**src/rtl/pll_mon_pkg.sv**
```systemverilog
// Shared definitions for the PLL lock monitor: state encodings and default
// parameter values used by the monitor and any block that decodes state_dbg.
package pll_mon_pkg;

  typedef enum logic [2:0] {
    ST_HOLD      = 3'd0,
    ST_WAIT_LOCK = 3'd1,
    ST_STABILIZE = 3'd2,
    ST_RUN       = 3'd3,
    ST_FAULT     = 3'd4
  } state_e;

  localparam int STABLE_CYCLES_DEF = 1024;
  localparam int MAX_LOSSES_DEF    = 7;
  localparam int CNT_W_DEF         = 4;

endpackage

```
**src/rtl/sync2.sv**
```systemverilog
// Two-flop synchronizer with asynchronous active-high reset; output is the
// second stage and resets to 0.
module sync2 (
  input  logic clk_i,
  input  logic rst_i,
  input  logic d_i,
  output logic q_o
);

  logic meta_q;
  logic sync_q;

  // Two-stage capture of the asynchronous input.
  always_ff @(posedge clk_i or posedge rst_i) begin
    if (rst_i) begin
      meta_q <= 1'b0;
      sync_q <= 1'b0;
    end else begin
      meta_q <= d_i;
      sync_q <= meta_q;
    end
  end

  assign q_o = sync_q;

endmodule

```
**src/rtl/pll_lock_monitor.sv**
```systemverilog
// PLL lock monitor: qualifies a synchronized LOCK over STABLE_CYCLES before
// releasing downstream reset, counts lock losses and latches a sticky FAULT.
module pll_lock_monitor
  import pll_mon_pkg::*;
#(
  parameter int STABLE_CYCLES = STABLE_CYCLES_DEF,
  parameter int MAX_LOSSES    = MAX_LOSSES_DEF,
  parameter int CNT_W         = CNT_W_DEF
) (
  input  logic             clock,
  input  logic             reset,
  input  logic             lock_raw,
  input  logic             clear_fault,
  output logic             rst_out,
  output logic             ready,
  output logic             fault,
  output logic [CNT_W-1:0] loss_count,
  output logic [2:0]       state_dbg
);

  localparam int                 STAB_W     = $clog2(STABLE_CYCLES) + 1;
  localparam logic [STAB_W-1:0]  STAB_LAST  = STAB_W'(STABLE_CYCLES - 1);
  localparam logic [CNT_W-1:0]   LOSS_SAT   = {CNT_W{1'b1}};
  localparam logic [CNT_W:0]     LOSS_LIMIT = (CNT_W + 1)'(MAX_LOSSES);

  logic              lock_s;
  state_e            state_q, state_d;
  logic [STAB_W-1:0] stab_q, stab_d;
  logic [CNT_W-1:0]  loss_q, loss_d;
  logic [CNT_W-1:0]  loss_inc_s;
  logic              rst_out_q, ready_q, fault_q;

  sync2 u_lock_sync (
    .clk_i (clock),
    .rst_i (reset),
    .d_i   (lock_raw),
    .q_o   (lock_s)
  );

  // Next-state, stable-counter and loss-counter logic.
  always_comb begin
    state_d    = state_q;
    stab_d     = stab_q;
    loss_d     = loss_q;
    loss_inc_s = (loss_q == LOSS_SAT) ? loss_q : loss_q + CNT_W'(1);
    case (state_q)
      ST_HOLD: begin
        state_d = ST_WAIT_LOCK;
        stab_d  = '0;
      end
      ST_WAIT_LOCK: begin
        stab_d = '0;
        if (lock_s) begin
          state_d = ST_STABILIZE;
        end else begin
          state_d = ST_WAIT_LOCK;
        end
      end
      ST_STABILIZE: begin
        if (!lock_s) begin
          state_d = ST_WAIT_LOCK;
          stab_d  = '0;
        end else if (stab_q == STAB_LAST) begin
          state_d = ST_RUN;
          stab_d  = '0;
        end else begin
          stab_d = stab_q + STAB_W'(1);
        end
      end
      ST_RUN: begin
        if (!lock_s) begin
          loss_d = loss_inc_s;
          // Fault decision uses the post-increment count.
          if ({1'b0, loss_inc_s} >= LOSS_LIMIT) begin
            state_d = ST_FAULT;
          end else begin
            state_d = ST_WAIT_LOCK;
          end
        end else begin
          state_d = ST_RUN;
        end
      end
      ST_FAULT: begin
        if (clear_fault) begin
          state_d = ST_WAIT_LOCK;
          loss_d  = '0;
        end else begin
          state_d = ST_FAULT;
        end
      end
      default: begin
        state_d = ST_HOLD;
        stab_d  = '0;
      end
    endcase
  end

  // State, counters and outputs; outputs are decoded from the next state so
  // they change on the same edge as the state itself.
  always_ff @(posedge clock or posedge reset) begin
    if (reset) begin
      state_q   <= ST_HOLD;
      stab_q    <= '0;
      loss_q    <= '0;
      rst_out_q <= 1'b1;
      ready_q   <= 1'b0;
      fault_q   <= 1'b0;
    end else begin
      state_q   <= state_d;
      stab_q    <= stab_d;
      loss_q    <= loss_d;
      rst_out_q <= (state_d != ST_RUN);
      ready_q   <= (state_d == ST_RUN);
      fault_q   <= (state_d == ST_FAULT);
    end
  end

  assign rst_out    = rst_out_q;
  assign ready      = ready_q;
  assign fault      = fault_q;
  assign loss_count = loss_q;
  assign state_dbg  = state_q;

endmodule

```
**config.mk**
```make
export PLATFORM = sky130hd
export DESIGN_NAME = pll_lock_monitor
export DESIGN_NICKNAME = d
export VERILOG_FILES = /design/src/rtl/pll_mon_pkg.sv /design/src/rtl/sync2.sv /design/src/rtl/pll_lock_monitor.sv
export SDC_FILE = /design/constraint.sdc
export NUM_CORES = 1
export LEC_CHECK = 0
export CELL_PAD_IN_SITES_DETAIL_PLACEMENT = 0
export CELL_PAD_IN_SITES_GLOBAL_PLACEMENT = 1
export CORE_UTILIZATION = 30
export CTS_CLUSTER_SIZE = 8
export DETAILED_ROUTE_END_ITERATION = 10
export PLACE_DENSITY = 0.55
export SKIP_CTS_REPAIR_TIMING = 1
export SLEW_MARGIN = 30
export SYNTH_ARGS = -nofsm -noshare
export SYNTH_HDL_FRONTEND = slang
export SYNTH_SLANG_ARGS = --single-unit
```
**constraint.sdc**
```tcl
create_clock -name clock -period 3 [get_ports clock]
set_input_delay 0.6 -clock clock [delete_from_list [all_inputs] [get_ports clock]]
set_output_delay 0.6 -clock clock [all_outputs]
set_load 0.02 [all_outputs]
```
==> Word-level counts from Yosys, hierarchy flattened <==
Cells that the tools add are included.
{ "word_totals": {"reg_bits": 23, "in_bits": 4, "elab_cells": 40} }
{ "classes": {"add_sub_neg": 2, "magnitude_cmp": 1, "n_eq_ne": 11, "n_mux": 14, "reduce_logical": 4} }
{ "op_table": {"columns": ["op", "count"], "rows": [
  ["11-bit 2-to-1 mux", 2],
  ["11-bit one-hot mux with 2 select lines", 1],
  ["3-bit 2-to-1 mux", 5],
  ["3-bit one-hot mux with 5 select lines", 1],
  ["4-bit 2-to-1 mux", 3],
  ["11-bit by 1-bit adder with 11-bit output, second input constant", 1],
  ["11-bit by 10-bit equality test with 1-bit output, second input constant", 1],
  ["3-bit by 2-bit equality test with 1-bit output, second input constant", 3],
  ["4-bit one-hot mux with 2 select lines", 1],
  ["3-bit equality test, second input constant", 2],
  ["4-bit by 1-bit adder with 4-bit output, second input constant", 1],
  ["4-bit equality test, second input constant", 1],
  ["4-bit by 3-bit >= comparator with 1-bit output, second input constant", 1],
  ["2-bit != test, second input constant", 2],
  ["3-bit by 1-bit equality test with 1-bit output, second input constant", 1],
  ["3-bit logical NOT", 1],
  ["3-bit by 2-bit != test with 1-bit output, second input constant", 1],
  ["3-bit AND reduction", 1],
  ["2-bit 2-to-1 mux", 1],
  ["2-bit nonzero test", 1],
  ["2-bit OR reduction", 1]
]} }

==> Depth between registers and ports, before layout <==
{ "logic_depth": {"depth_word": 7, "depth_mapped": 6, "ltp_nobuf": 5} }

==> By module <==
Synthesis repeated with hierarchy kept, for this count alone.
{ "hier_totals": {"cells_unflattened": 122, "hier_area_um2": 1216.2} }
{ "modules_own_cells": {"columns": ["mod", "instances", "cells_per_inst", "area_per_inst_um2", "seq_area_each_um2"], "rows": [
  ["pll_lock_monitor", 1, 119, 1162.4, 526.8],
  ["sync2", 1, 3, 53.8, 50.0]
]} }

==> Worst setup path after synthesis <==
Ideal clock, no wire load.
{ "synth_path": {"kind": "reg2reg", "startpoint": "register state_q[2], in the netlist state_dbg[2]", "endpoint": "register stab_q[5]", "setup_ns": 0.126, "arrival_ns": 1.461, "path_slack_ns": 1.413, "path_stages_with_launch": 6, "cell_sequence": "dfrtp_1 buf_4 and2b_4 a22o_1 buf_4 a221o_1"} }
{ "synth_via": {"elab_chain_cells": 3} }
{ "synth_rtl": {"columns": ["item", "line", "source"], "rows": [
  ["start: declaration", "pll_lock_monitor.sv:27", "state_e state_q, state_d;"],
  ["start signal: assignment", "pll_lock_monitor.sv:109", "state_q <= state_d;"],
  ["3-bit equality test / 3-bit by 2-bit equality test with 1-bit output (equally long branches)", "pll_lock_monitor.sv:46", "case (state_q)"],
  ["2-bit OR reduction (no line)", null, null],
  ["11-bit one-hot mux with 2 select lines", "pll_lock_monitor.sv:46", null],
  ["end signal: assignment", "pll_lock_monitor.sv:110", "stab_q <= stab_d;"],
  ["end: declaration", "pll_lock_monitor.sv:28", "logic [STAB_W-1:0] stab_q, stab_d;"]
]} }
Several ways; a longest one is shown, not always the timed one.
A chain may end at the register's enable or synchronous reset.

==> Worst setup path after layout <==
{ "layout_path": {"startpoint": "register state_q[0], in the netlist state_dbg[0]", "endpoint": "output state_dbg[0]"} }
{ "layout_rtl": {"columns": ["item", "line", "source"], "rows": [
  ["end: declaration", "pll_lock_monitor.sv:18", "output logic [2:0] state_dbg"]
]} }
No word-level cell between the ends.

==> impl_summary.md <==
STA
The number of pins exceeding their max-slew limit in the final report came to 0. For the final routed database, the setup TNS stands at 0 ps. Hold is met by 356 ps. The headroom to the max-slew limit is 0.647. Setup repair after global routing left no endpoint under its margin.

The transition at the pin with the smallest max-transition slack is 525 ps. The setup-violating endpoint count in the final report is 0. On the final layout, the worst clock skew is 9.01 ps.

The worst path in the final design needs a cycle of 2070 ps, including I/O delays and setup. The number of hold violations in the final report was 0. Once routing completed, OpenROAD measured the worst setup slack at 932 ps. The final cycle utilization of the critical path is 0.689. The achievable clock frequency is 0.484 GHz.

CTS
The clock network latency to the later pin of the worst-skew pair is 270 ps. After clock tree synthesis, the clock-pin slew on the worst setup and hold paths is about 90 ps. The sink count of the clock tree is 23.

The TritonCTS clock tree is built. The total clock buffers created by CTS is 3. The depth of the CTS H-tree is 1. The root buffer cell is sky130_fd_sc_hd__clkbuf_8. The clock passes through at most 2 buffers.

Placed design
The number of buffer cells added on primary ports is 13. The minimum setup slack after placement is 1040 ps. The total instance count after detailed placement is between 150 and 200.

Routability-driven placement finished with a final weighted congestion of 0.747. The half-perimeter wire length of the detailed placement result is 1760 µm.

Global routing
The total congestion overflow after global routing is 0. The via count of the first global-routing pass is 907. The total routing usage reported by global routing is 0.141. The largest net degree at the start of global routing is 24. The first global-routing pass estimated about 4500 µm of wire. The initial antenna violation count is 0.

Final layout
The number of antenna diodes in the final layout is 0. The non-filler instance count after layout is 180. The signed area change from the synthesized netlist to the final layout is 17.7%. The final layout net count is 139. Counting the fill cells in the layout gives 359. The fraction of final layout cells sized beyond drive strength 1 is 0.0909.

Critical path
The worst setup path is captured at a primary output. For this run, the slowest stage of the critical path takes 670 ps. Broken down by cell family, the worst path's largest delay share belongs to buffers and inverters. The peak fanout along the critical path is 12.

At the worst endpoint, the arrival time is 1470 ps. Together, buffers and inverters on the worst path number 1. The critical path in this run is classified as reg -> out. The worst setup path is launched from a flop. The signal on the critical path passes through clkdlybuf4s50_1. The required time at the worst-slack endpoint is between 2000 and 2500 ps. The slowest stage of the critical path belongs to the cell sky130_fd_sc_hd__clkdlybuf4s50_1.

Routing
In this run, the number of DRC markers left after iteration 0 of detailed routing was 99. The post-detailed-route via-to-cell ratio is roughly 5.3. Wire segments on met2 add up to 1160 µm in the final route. The post-detailed-routing wire length is 2520 µm. The detailed router placed ~950 vias in this run.

After detailed routing, the met3 layer carries around 90 µm of wire. The number of nets with antenna violations after detailed routing is 0. The pre-antenna-repair detailed-routing pass consisted of 4 iterations. The met1 layer wirelength in the final routing is 1220 µm.

The routed wire length per instance is 14.0 µm. The count of unresolved DRC violations after routing is 0. The highest routing layer actually used is met4.

Pwr
The static leakage is 0.594 nW. Across the VDD grid, the largest voltage drop is 268 µV. For this design the ratio of total power to cell area is 668 nW/µm². Summing internal, switching and leakage power gives 951 µW.

Synthesis
After synthesis, the share of flip-flops with an asynchronous set or reset is 1.00. The number of standard cells after synthesis is 119. Of the synthesized area, sequential elements account for 0.477. The number of nets in the synthesized netlist is 125. The post-synthesis instance area is 1210 µm².

In this run, synthesis produced a sequential element count of 23. The leading register cell type out of synthesis is sky130_fd_sc_hd__dfrtp_1. A synthesized cell averages 10.2 µm².

Yosys mapped the design onto 46 distinct sky130hd cell types. The count of warnings emitted by yosys is 0. The number of synthesized flops with an enable pin is 0.

Status
The flow ran to the end, and the final reports show no timing, DRC or antenna violations.

Floorplanning
During I/O placement, the number of pins put on the boundary was 14. The starting density of the core is 0.321. The horizontal die dimension is 65.5 µm. The core area is 3770 µm².

The area of the die is approximately 4300 µm². The floorplan has 22 rows. In this run the vertical extent of the chip is 65.5 µm.

Worst hold path
The worst hold path belongs to the class reg -> reg.

Run
The tool flagged a number of max-cap violations equal to 0.
==> layout by cell type (no fill, tap or decap), drive strengths merged, types with 2 or more instances in the layout <==
master,n
a21oi,7
a22o,5
and3,2
and4,2
clkbuf,3
clkdlybuf4s50,13
dfrtp,22
ha,2
inv,4
nand2,12
nand3,5
nand4,4
nor2,5
nor3,3
nor4,2
o21a,2
o21ai,11
o31ai,2
or2,2
==> per-layer routing <==
layer,track usage,up-vias
li1,-,470
met1,0.195,455
met2,0.213,21
met3,0.0208,5
met4,0.0734,0
met5,0,-
==> through the flow <==
stage	util	cell area [µm²]
2_1_floorplan	-	1210
3_3_place_gp	0.365	1380
3_5_place_dp	0.365	1380
4_1_cts	0.378	1420
5_1_grt	0.378	1420
6_report	0.378	1420
==> final cells by class <==
class	count	area [µm²]	share of cell area
multi-input combinational	87	588	0.413
sequential	23	577	0.405
timing repair buffer	14	138	0.0967
clock buffer	3	41.3	0.0290
inverter	4	15.0	0.0105
clock inverter	1	5.00	0.00351
tap	48	60.1	0.0422
==> sequential cells by signal, summed over array words and instances (netlist names) <==
name / flops
stab_q: 11
rst_out: 1
u_lock_sync.q_o: 1
ready: 1
u_lock_sync.meta_q: 1
fault: 1
loss_count: 4
state_dbg: 3
==> where the power goes <==
group	switching, mW	internal, mW	leakage [nW]	total, mW
logic	0.179	0.155	0.265	0.334
registers	0.0674	0.354	0.304	0.421
clock network	0.103	0.0928	0.0255	0.195
total	0.349	0.602	0.594	0.951
==> logic make-up (layout without fill, tap and decap cells) <==
| family | count (synthesis) | in the layout | share of synthesized area |
|---|---|---|---|
| AND/OR/NAND/NOR | 47 | 47 | 0.248 |
| multiplexers | 1 | 1 | 0.00827 |
| adder cells (fa/ha/maj) | 3 | 3 | 0.0290 |
| buffers and inverters | 9 | 22 | 0.0372 |
| AO/OA/AOI/OAI | 35 | 35 | 0.193 |
| XOR/XNOR | 1 | 1 | 0.00724 |
| flip-flops | 23 | 23 | 0.477 |
==> cell usage after synthesis, types with 2 or more instances <==
cell                       n  area [µm²]
sky130_fd_sc_hd__buf_4     2        15.0
sky130_fd_sc_hd__and3_1    2        12.5
sky130_fd_sc_hd__nand3_1   4        20.0
sky130_fd_sc_hd__o21ai_1   2        10.0
sky130_fd_sc_hd__o21ai_0   9        45.0
sky130_fd_sc_hd__ha_1      2        25.0
sky130_fd_sc_hd__and4_1    2        17.5
sky130_fd_sc_hd__nor3_1    3        15.0
sky130_fd_sc_hd__a21oi_1   7        35.0
sky130_fd_sc_hd__o21a_1    2        15.0
sky130_fd_sc_hd__dfrtp_1  22         551
sky130_fd_sc_hd__o31ai_1   2        15.0
sky130_fd_sc_hd__nand2_1  12        45.0
sky130_fd_sc_hd__nor2_1    4        15.0
sky130_fd_sc_hd__nand4_1   4        25.0
sky130_fd_sc_hd__buf_2     3        15.0
sky130_fd_sc_hd__a22o_1    5        43.8
sky130_fd_sc_hd__inv_1     4        15.0
==> path summary, 6_finish.rpt <==
kind / start / to / slack [ps] / depth (start not counted)
worst max-delay path: state_dbg[0] / state_dbg[0] / 930 / 1
worst min-delay path: u_lock_sync.meta_q / u_lock_sync.q_o / 360 / 0
worst max register to register: stab_q[0] / stab_q[5] / 1190 / 5
worst min register to register: u_lock_sync.meta_q / u_lock_sync.q_o / 360 / 0
max in group asynchronous: reset / rst_out / 2050 / 3
min in group asynchronous: reset / fault / 660 / 3
No activity file was read; power rests on OpenSTA's default activity.
